$ cat src/rtl/type2_array_pkg.sv
// Shared types and helpers for the parametrised type2 dot-product array.
package type2_array_pkg;

    typedef enum logic [1:0] {
        RUN   = 2'd0,
        DRAIN = 2'd1,
        SWAP  = 2'd2
    } state_e;

    // Cycles from input acceptance to result: input reg, product reg, one add reg per lane.
    function automatic int lat(input int nb);
        return nb + 32'sd2;
    endfunction

    function automatic int idx_w(input int nb);
        return (nb > 32'sd1) ? $clog2(nb) : 32'sd1;
    endfunction

endpackage

$ cat src/rtl/type2_cell.sv
// One lane of the transposed chain: input skew, registered multiply, registered add.
module type2_cell #(
    parameter int IMG_WIDTH = 16,
    parameter int KER_WIDTH = 8,
    parameter int SUM_WIDTH = 27,
    parameter int DEPTH     = 0
) (
    input  logic                        clk,
    input  logic                        rst,
    input  logic signed [IMG_WIDTH-1:0] x,
    input  logic signed [KER_WIDTH-1:0] w,
    input  logic signed [SUM_WIDTH-1:0] sum_in,
    output logic signed [SUM_WIDTH-1:0] sum_out
);

    localparam int PROD_W = IMG_WIDTH + KER_WIDTH;

    logic signed [IMG_WIDTH-1:0] skew_r [0:DEPTH];
    logic signed [PROD_W-1:0]    prod_r;
    logic signed [SUM_WIDTH-1:0] sum_r;

    // Skew line, product and partial-sum registers
    always_ff @(posedge clk) begin
        if (rst) begin
            for (int i = 0; i <= DEPTH; i++) begin
                skew_r[i] <= '0;
            end
            prod_r <= '0;
            sum_r  <= '0;
        end else begin
            skew_r[0] <= x;
            for (int i = 1; i <= DEPTH; i++) begin
                skew_r[i] <= skew_r[i-1];
            end
            prod_r <= PROD_W'(skew_r[DEPTH]) * PROD_W'(w);
            sum_r  <= SUM_WIDTH'(prod_r) + sum_in;
        end
    end

    assign sum_out = sum_r;

endmodule

$ cat src/rtl/type2_array.sv
// Parametrised signed dot-product array with double-buffered weights and a
// drain-then-swap controller so every sample sees one consistent weight set.
module type2_array
    import type2_array_pkg::*;
#(
    parameter int IMG_WIDTH = 16,
    parameter int KER_WIDTH = 8,
    parameter int IMG_NB    = 3,
    parameter int OUT_WIDTH = IMG_WIDTH + KER_WIDTH + $clog2(IMG_NB) + 32'sd1,
    parameter bit SATURATE  = 1'b0
) (
    input  logic                          clk,
    input  logic                          rst,
    input  logic [IMG_WIDTH*IMG_NB-1:0]   img,
    input  logic                          val,
    output logic                          rdy,
    input  logic signed [KER_WIDTH-1:0]   ker,
    input  logic [idx_w(IMG_NB)-1:0]      ker_idx,
    input  logic                          ker_wr,
    input  logic                          ker_swap,
    output logic                          ker_busy,
    output logic signed [OUT_WIDTH-1:0]   result,
    output logic                          result_val
);

    localparam int LAT   = lat(IMG_NB);
    localparam int IDX_W = idx_w(IMG_NB);
    localparam int SUM_W = IMG_WIDTH + KER_WIDTH + $clog2(IMG_NB) + 32'sd1;

    state_e                      state_r;
    state_e                      state_next_s;
    logic                        rdy_r;
    logic                        busy_r;
    logic                        rdy_next_s;
    logic                        busy_next_s;
    logic                        load_s;
    logic                        accept_s;
    logic [LAT-1:0]              tok_r;
    logic signed [KER_WIDTH-1:0] act_r [IMG_NB];
    logic signed [KER_WIDTH-1:0] shd_r [IMG_NB];
    logic signed [IMG_WIDTH-1:0] lane_s [IMG_NB];
    logic signed [SUM_W-1:0]     chain_in_s [IMG_NB];
    logic signed [SUM_W-1:0]     part_s [IMG_NB];
    logic signed [SUM_W-1:0]     full_s;
    logic signed [OUT_WIDTH-1:0] out_s;
    logic signed [OUT_WIDTH-1:0] result_r;
    logic                        result_val_r;

    assign accept_s = val && rdy_r;

    // Controller next state
    always_comb begin
        state_next_s = state_r;
        case (state_r)
            RUN: begin
                if (ker_swap) state_next_s = DRAIN;
                else          state_next_s = RUN;
            end
            DRAIN: begin
                if (tok_r == '0) state_next_s = SWAP;
                else             state_next_s = DRAIN;
            end
            SWAP:    state_next_s = RUN;
            default: state_next_s = RUN;
        endcase
    end

    // Controller output decode (handshake flags are registered from the next state)
    always_comb begin
        rdy_next_s  = (state_next_s == RUN);
        busy_next_s = (state_next_s != RUN);
        load_s      = (state_r == SWAP);
    end

    // Controller state, handshake flags and valid-token line
    always_ff @(posedge clk) begin
        if (rst) begin
            state_r <= RUN;
            rdy_r   <= 1'b1;
            busy_r  <= 1'b0;
            tok_r   <= '0;
        end else begin
            state_r <= state_next_s;
            rdy_r   <= rdy_next_s;
            busy_r  <= busy_next_s;
            tok_r   <= {tok_r[LAT-2:0], accept_s};
        end
    end

    // Weight banks: the copy reads the shadow before a same-cycle write lands
    always_ff @(posedge clk) begin
        if (rst) begin
            for (int i = 0; i < IMG_NB; i++) begin
                act_r[i] <= '0;
                shd_r[i] <= '0;
            end
        end else begin
            for (int i = 0; i < IMG_NB; i++) begin
                if (load_s) act_r[i] <= shd_r[i];
                if (ker_wr && (ker_idx == IDX_W'(i))) shd_r[i] <= ker;
            end
        end
    end

    for (genvar k = 0; k < IMG_NB; k++) begin : g_lane
        assign lane_s[k] = accept_s ? $signed(img[k*IMG_WIDTH +: IMG_WIDTH]) : '0;

        if (k == 0) begin : g_head
            assign chain_in_s[k] = '0;
        end else begin : g_link
            assign chain_in_s[k] = part_s[k-1];
        end

        type2_cell #(
            .IMG_WIDTH (IMG_WIDTH),
            .KER_WIDTH (KER_WIDTH),
            .SUM_WIDTH (SUM_W),
            .DEPTH     (k)
        ) u_cell (
            .clk     (clk),
            .rst     (rst),
            .x       (lane_s[k]),
            .w       (act_r[k]),
            .sum_in  (chain_in_s[k]),
            .sum_out (part_s[k])
        );
    end

    assign full_s = part_s[IMG_NB-1];

    if (SATURATE && (OUT_WIDTH < SUM_W)) begin : g_sat
        localparam logic signed [SUM_W-1:0] SAT_MAX =
            {{(SUM_W-OUT_WIDTH+1){1'b0}}, {(OUT_WIDTH-1){1'b1}}};
        localparam logic signed [SUM_W-1:0] SAT_MIN =
            {{(SUM_W-OUT_WIDTH+1){1'b1}}, {(OUT_WIDTH-1){1'b0}}};

        // Clamp the full-precision sum into the signed output range
        always_comb begin
            if (full_s > SAT_MAX)      out_s = SAT_MAX[OUT_WIDTH-1:0];
            else if (full_s < SAT_MIN) out_s = SAT_MIN[OUT_WIDTH-1:0];
            else                       out_s = full_s[OUT_WIDTH-1:0];
        end
    end else begin : g_wrap
        // Sign-extends when wider, keeps the low bits when narrower
        assign out_s = OUT_WIDTH'(full_s);
    end

    // Result register holds its value across bubbles
    always_ff @(posedge clk) begin
        if (rst) begin
            result_r     <= '0;
            result_val_r <= 1'b0;
        end else begin
            result_val_r <= tok_r[LAT-1];
            if (tok_r[LAT-1]) result_r <= out_s;
        end
    end

    assign rdy        = rdy_r;
    assign ker_busy   = busy_r;
    assign result     = result_r;
    assign result_val = result_val_r;

endmodule
$ cat config.mk
export PLATFORM = sky130hd
export DESIGN_NAME = type2_array
export DESIGN_NICKNAME = d
export VERILOG_FILES = /design/src/rtl/type2_array_pkg.sv /design/src/rtl/type2_cell.sv /design/src/rtl/type2_array.sv
export SDC_FILE = /design/constraint.sdc
export NUM_CORES = 1
export LEC_CHECK = 0
export ABC_AREA = 0
export CORE_UTILIZATION = 43
export CTS_BUF_LIST = sky130_fd_sc_hd__clkbuf_4
export DETAILED_ROUTE_END_ITERATION = 8
export HOLD_SLACK_MARGIN = 0.1
export MAX_ROUTING_LAYER = met4
export PLACE_DENSITY = 0.63
export REMOVE_ABC_BUFFERS = 1
export SYNTH_ARGS = -nofsm -noshare
export SYNTH_HDL_FRONTEND = slang
export SYNTH_SLANG_ARGS = --single-unit
$ cat constraint.sdc
create_clock -name clk -period 14.8 [get_ports clk]
set_clock_uncertainty 0.2 [all_clocks]
set_input_delay 2.96 -clock clk [delete_from_list [all_inputs] [get_ports clk]]
set_output_delay 2.96 -clock clk [all_outputs]
set_load 0.01 [all_outputs]
==> flow_metrics.env, run 1 <==
export IMPL_ctsHoldBuffers=0
export IMPL_ys_seq_elements=329
export IMPL_cts_htree_levels=3
export IMPL_synthCells=2636
export IMPL_path_common_cell="fa_1"
export IMPL_cp_slowest_cell="fa_1"
export IMPL_postPlaceCellArea_sq_mm=0.0270
export IMPL_drive_gt1_frac=0.0617
export IMPL_syn_area_per_cell_sq_um=9.62
export IMPL_first_pass_iters=5
export IMPL_synth_top_family_by_area="adder cells"
export IMPL_ant_nets=0
export IMPL_clk_pin_slew_ns=0.07
export IMPL_clock_sinks=329
export IMPL_final_area_sq_mm=0.0282
export IMPL_die_area_sq_mm=0.0599
export IMPL_synthMuxAreaShare=0.0174
export IMPL_cts_buffers_inserted=89
export IMPL_synth_simple_area_share=0.196
export IMPL_overflow=0
export IMPL_place_ws_ns=9.29
export IMPL_cp_max_fo=15
export IMPL_io_pins=93
export IMPL_finalCriticalPeriod_ns=5.61
export IMPL_worst_slack_ns=9.19
export IMPL_grt_total_usage=0.194
export IMPL_dr_first_iter_drc_count=768
export IMPL_ctsResizeCount=0
export IMPL_cp_cell_sequence="inv_1, nor2_1, fa_1, fa_1, fa_1, inv_1, fa_1, inv_1, ha_1, a21oi_1, o21ai_1, or3b_2, o221ai_1, o2111ai_1, o31ai_1, mux2_2"
export IMPL_final_max_slew_viol_count=0
export IMPL_clkLatencyLatePin_ns=0.82
export IMPL_post_drt_wl_per_cell_um=15.0
export IMPL_required_ns=15.27
export IMPL_hp_class="register to register"
export IMPL_clk_path_buf_depth=3
export IMPL_cellPowerDensity_mw_per_mm2=80.5
export IMPL_clock_fmax_mhz=178
export IMPL_ys_warnings_count=0
export IMPL_synth_cell_area_sq_mm=0.0254
export IMPL_synth_flop_cell="dfxtp_1"
export IMPL_holdWs_ns=0.207
export IMPL_cts_tree="yes"
export IMPL_critical_path_top_delay_family="adder cells"
export IMPL_io_buffers=92
export IMPL_final_cells=3588
export IMPL_clock_tree_root_cell="clkbuf_4"
export IMPL_vdd_ir_drop_max_mv=0.0443
export IMPL_tightest_slew_ns=1.13
export IMPL_final_util=0.486
export IMPL_start_util=0.437
export IMPL_yosys_area_share_xor_xnor=0.0238
export IMPL_row_count=88
export IMPL_synth_async_reset_ratio=0
export IMPL_start_kind="register"
export IMPL_synth_distinct_cells=73
export IMPL_final_common_cell="inv_1"
export IMPL_rsz0062_at_grt="false"
export IMPL_crit_buf_inv=3
export IMPL_core_area_sq_mm=0.0580
export IMPL_vias=17800
export IMPL_synth_edff_count=48
export IMPL_status="complete, no violations"
export IMPL_grt_max_degree=119
export IMPL_die_h_um=245
export IMPL_dp_cells=3428
export IMPL_final_setup_tns_ns=0
export IMPL_setup_violations=0
export IMPL_dp_hpwl_um=42400
export IMPL_synth_fa_ha_area_frac=0.336
export IMPL_maxCapViolCount=0
export IMPL_post_route_period_util=0.379
export IMPL_wirelength_um=53900
export IMPL_cpPeakStageDelay_ns=0.52
export IMPL_viasPerCell=4.97
export IMPL_area_growth_pct=11.2
export IMPL_grt_pass1_vias=18600
export IMPL_total_power_mw=2.27
export IMPL_drc=0
export IMPL_synth_compound_area_share=0.0749
export IMPL_cp_end_kind="register"
export IMPL_crit_type="register to register"
export IMPL_arrival_ns=6.09
export IMPL_synth_yosys_seq_area_share=0.279
export IMPL_finalHoldViolCount=0
export IMPL_place_gp_congestion=0.886
export IMPL_grt_pass1_wl_um=90600
export IMPL_fp_dieW_um=245
export IMPL_mostFrequentLayoutCells="427 x inv_1, 344 x and2_1, 311 x fa_1"
export IMPL_postCtsSetupBuffers=0
export IMPL_p_leak_nw=13.2
export IMPL_nNetsFinal=3312
export IMPL_antenna_found_initial=3
export IMPL_slew_headroom=0.242
-- path summary, 6_finish.rpt --
| check | slack (ns) | from | depth (start not counted) | to |
|---|---|---|---|---|
| max | 9.19 | act_r[0][23]$_SDFFCE_PN0P_ | 16 | g_lane[2].u_cell.prod_r[22]$_SDFF_PP0_ |
| min | 0.21 | g_lane[1].u_cell.skew_r[0][2]$_SDFF_PP0_ | 1 | g_lane[1].u_cell.skew_r[0][18]$_SDFF_PP0_ |
| max reg2reg | 9.19 | act_r[0][23]$_SDFFCE_PN0P_ | 16 | g_lane[2].u_cell.prod_r[22]$_SDFF_PP0_ |
| min reg2reg | 0.21 | g_lane[1].u_cell.skew_r[0][2]$_SDFF_PP0_ | 1 | g_lane[1].u_cell.skew_r[0][18]$_SDFF_PP0_ |
-- layer usage --
metal  up-vias  global-route usage  share of wire
met2       377               0.321           0.49
met4         0              0.0833          0.035
met3        90              0.0305          0.039
li1       8609                   -              -
met5         -                   -              0
met1      8760               0.234           0.44
-- registers in the layout (all words and copies together), names as in the netlist --
register               count
act_r                     24
g_lane.u_cell.prod_r      72
g_lane.u_cell.skew_r      96
g_lane.u_cell.sum_out     76
ker_busy                   1
rdy                        1
result                    27
result_val                 1
shd_r                     24
state_r                    2
tok_r                      5
-- final cells by class --
class / instances / area (sq um)
timing repair buffer: 95 / 947
antenna: 4 / 10.0
tap: 765 / 957
inverter: 427 / 1600
multi-input combinational: 1812 / 16400
sequential: 329 / 7070
clock inverter: 27 / 193
clock buffer: 129 / 968
fill: 5506 / 29800
-- where the power goes --
group / internal, mW / switching (mW)
clock network: 0.451 / 0.375
logic: 0.187 / 0.239
registers: 0.970 / 0.0452
-- logic make-up after synthesis --
| group | Yosys count |
|---|---|
| DFF | 329 |
| AOI/OAI and AO/OA | 291 |
| and+or+nand+nor | 915 |
| adders and majority gates | 495 |
| muxes | 42 |
| xor gates and xnor gates | 69 |
| buffers and inverters | 495 |
-- cells in the mapped netlist (all sizes together), types with 4 or more instances --
library cell    n  area share
inv           427       0.063
ha            184       0.091
o31ai           5      0.0015
and2          344       0.085
xnor2          45       0.016
nand3          24      0.0047
o21ai          68       0.014
a31oi           7      0.0017
a21oi          77       0.015
nor2b         123       0.031
nand2         114       0.017
dfxtp         281        0.22
clkbuf         57      0.0084
a21boi         10      0.0031
nor3           34      0.0067
buf            11      0.0016
o21bai          9      0.0027
o211ai         10      0.0032
nand3b          7      0.0021
nor3b           9      0.0029
o21a           22      0.0065
and3            4     0.00099
nand2b         26      0.0064
or3             4     0.00099
nand4           7      0.0017
mux2i          29       0.011
nor4b           5      0.0017
mux2           13      0.0059
a21o           25      0.0074
fa            311        0.25
a211oi         16      0.0047
xor2           24      0.0083
o31a            5      0.0017
nor2          194       0.029
edfxtp         48       0.057
No activity file was read; power rests on OpenSTA's default activity.
==> run 2: changes to the inputs <==
Settings changed: PLACE_DENSITY 0.63 to 0.65.
Clock period 14.8 ns to 4.83 ns, I/O delays scaled along.
==> run 2 against run 1 <==
Final area rose by 8.9%. Via count rose by 3.4%. Final cell count rose by 6.5%. The flow now finishes with violations (negative setup slack). Critical path type unchanged. Die area did not move. Hold slack improved by 0.026 ns. Combinational power rose to 3.8 times the previous value. Worst setup slack got worse by 9.4 ns. Utilization rose by 4.3 points. Sequential power rose to 3.0 times the previous value. Maximum frequency rose by 11%. Clock-buffer cell count fell by 2. First-iteration DRC count rose by 3.3%.
==> flow_metrics.env, run 2 (synthesis results as in run 1) <==
export IMPL_viasPerCell=4.83
export IMPL_final_area_sq_mm=0.0307
export IMPL_failed_checks="negative setup slack"
export IMPL_maxCapViolCount=0
export IMPL_largest_register_ffs=96
export IMPL_cts_tree="yes"
export IMPL_die_h_um=245
export IMPL_start_kind="register"
export IMPL_hp_class="register to register"
export IMPL_arrival_ns=5.56
export IMPL_cp_end_kind="register"
export IMPL_cellPowerDensity_mw_per_mm2=234
export IMPL_final_common_cell="inv_1"
export IMPL_tightest_slew_ns=0.992
export IMPL_status="finished, violations left"
export IMPL_vias=18500
export IMPL_place_ws_ns=-0.406
export IMPL_path_common_cell="fa_1"
export IMPL_row_count=88
export IMPL_mostFrequentLayoutCells="412 x inv_1, 331 x and2_1, 300 x fa_1"
export IMPL_worstSetupStartpoint="act_r[0][20]$_SDFFCE_PN0P_"
export IMPL_r2r_start="act_r[0][20]$_SDFFCE_PN0P_"
export IMPL_clock_fmax_mhz=197
export IMPL_wirelength_um=57200
export IMPL_multiInputGateArea_sq_mm=0.0171
export IMPL_area_growth_pct=21.0
export IMPL_first_pass_iters=5
export IMPL_cts_buffers_inserted=91
export IMPL_clock_tree_root_cell="clkbuf_4"
export IMPL_cp_max_fo=5
export IMPL_grt_pass1_wl_um=94600
export IMPL_fillCellCount=5287
export IMPL_clk_path_buf_depth=3
export IMPL_rsz0062_at_grt="true"
export IMPL_whs_path_depth=1
export IMPL_final_max_slew_viol_count=0
export IMPL_finalHoldViolCount=0
export IMPL_post_drt_wl_per_cell_um=15.0
export IMPL_vdd_ir_drop_max_mv=0.146
export IMPL_seq_area_sq_mm=0.00707
export IMPL_post_route_period_util=1.05
export IMPL_min_from="g_lane[0].u_cell.prod_r[19]$_SDFF_PP0_"
export IMPL_final_setup_tns_ns=-0.692
export IMPL_io_pins=93
export IMPL_final_cells=3823
export IMPL_cpPeakStageDelay_ns=0.54
export IMPL_rr_worst_depth=17
export IMPL_drive_gt1_frac=0.172
export IMPL_io_buffers=92
export IMPL_dp_hpwl_um=45500
export IMPL_reg2reg_slack_ns=-0.24
export IMPL_ant_nets=0
export IMPL_fp_dieW_um=245
export IMPL_die_area_sq_mm=0.0599
export IMPL_required_ns=5.32
export IMPL_clk_pin_slew_ns=0.07
export IMPL_overflow=0
export IMPL_core_area_sq_mm=0.0580
export IMPL_antenna_found_initial=3
export IMPL_cts_htree_levels=3
export IMPL_clkLatencyLatePin_ns=0.84
export IMPL_finalCriticalPeriod_ns=5.07
export IMPL_crit_type="register to register"
export IMPL_worst_slack_ns=-0.239
export IMPL_nNetsFinal=3548
export IMPL_cp_slowest_cell="fa_1"
export IMPL_dp_cells=3625
export IMPL_drc=0
export IMPL_grt_pass1_vias=19400
export IMPL_regMostFlops="g_lane.u_cell.skew_r"
export IMPL_start_util=0.437
export IMPL_cp_cell_sequence="buf_6, buf_6, and2_4, fa_1, ha_1, inv_2, fa_1, fa_1, inv_2, ha_4, nor2b_4, o31a_1, o311a_1, o221ai_4, o2111ai_4, o31ai_2, mux2_2"
export IMPL_postPlaceCellArea_sq_mm=0.0285
export IMPL_setup_violations=5
export IMPL_grt_total_usage=0.202
export IMPL_clock_sinks=329
export IMPL_dr_first_iter_drc_count=793
export IMPL_slew_headroom=0.337
export IMPL_grt_max_degree=114
export IMPL_p_leak_nw=14.6
export IMPL_final_util=0.529
export IMPL_place_gp_congestion=0.893
==> run 2: path summary, 6_finish.rpt <==
check | endpoint
min | g_lane[0].u_cell.sum_out[19]$_SDFF_PP0_
max reg2reg | g_lane[2].u_cell.prod_r[22]$_SDFF_PP0_
min reg2reg | g_lane[0].u_cell.sum_out[19]$_SDFF_PP0_
max | g_lane[2].u_cell.prod_r[22]$_SDFF_PP0_
==> run 2: final cells by class <==
cell class	count	area share
Timing Repair Buffer	329	0.0922
Inverter	427	0.0522
Sequential cell	329	0.230
Clock buffer	127	0.0311
Tap cell	765	0.0312
Clock inverter	30	0.00652
Multi-Input combinational cell	1812	0.556
Antenna cell	4	0.000326
==> run 2: metrics by stage <==
step | total power, mW | hold slack [ns]
2_1_floorplan | 4.05 | 0.214
3_5_place_dp | 4.62 | 0.220
5_1_grt | 7.67 | 0.250
6_report | 7.19 | 0.233
3_3_place_gp | 4.58 | 0.217
4_1_cts | 7.26 | 0.235
==> run 2: timing repair <==
action                                  4_1_cts  5_1_grt
endpoints found under the hold margin         0        0
resized for setup                            72      110
setup buffers                                22       17
hold buffers                                  0        0
gates cloned                                  0        0
endpoints found under the setup margin       14       28
pin swaps                                    45       77
==> run 2: power breakdown <==
group          leakage, nW  switching (mW)  internal [mW]
sequential            2.78          0.0920           2.97
clock                0.689            1.19           1.33
combinational         11.1           0.857          0.742
total                 14.6            2.14           5.04
==> run 2: critical path: cells and delay by family (launching register included) <==
family	cells	cell delay [ns]
adders and majority gates	5	2.01
DFF	1	0.50
AOI/OAI and AO/OA	5	1.28
buffers and inverters	4	0.38
and+or+nand+nor	2	0.25
muxes	1	0.35
==> run 2: routing by layer <==
metal | global-route usage | routed length (um) | up-vias
li1 | - | - | 9069
met1 | 0.244 | 25300 | 9016
met2 | 0.332 | 27900 | 278
met3 | 0.0313 | 1800 | 87
met4 | 0.0943 | 2270 | 0
met5 | - | 0 | -
==> run 3: changes to the inputs <==
Settings changed: GPL_ROUTABILITY_DRIVEN set to 1.
==> results of run 3 <==
No change in the layout: final DEF, timing and power equal those of run 2.
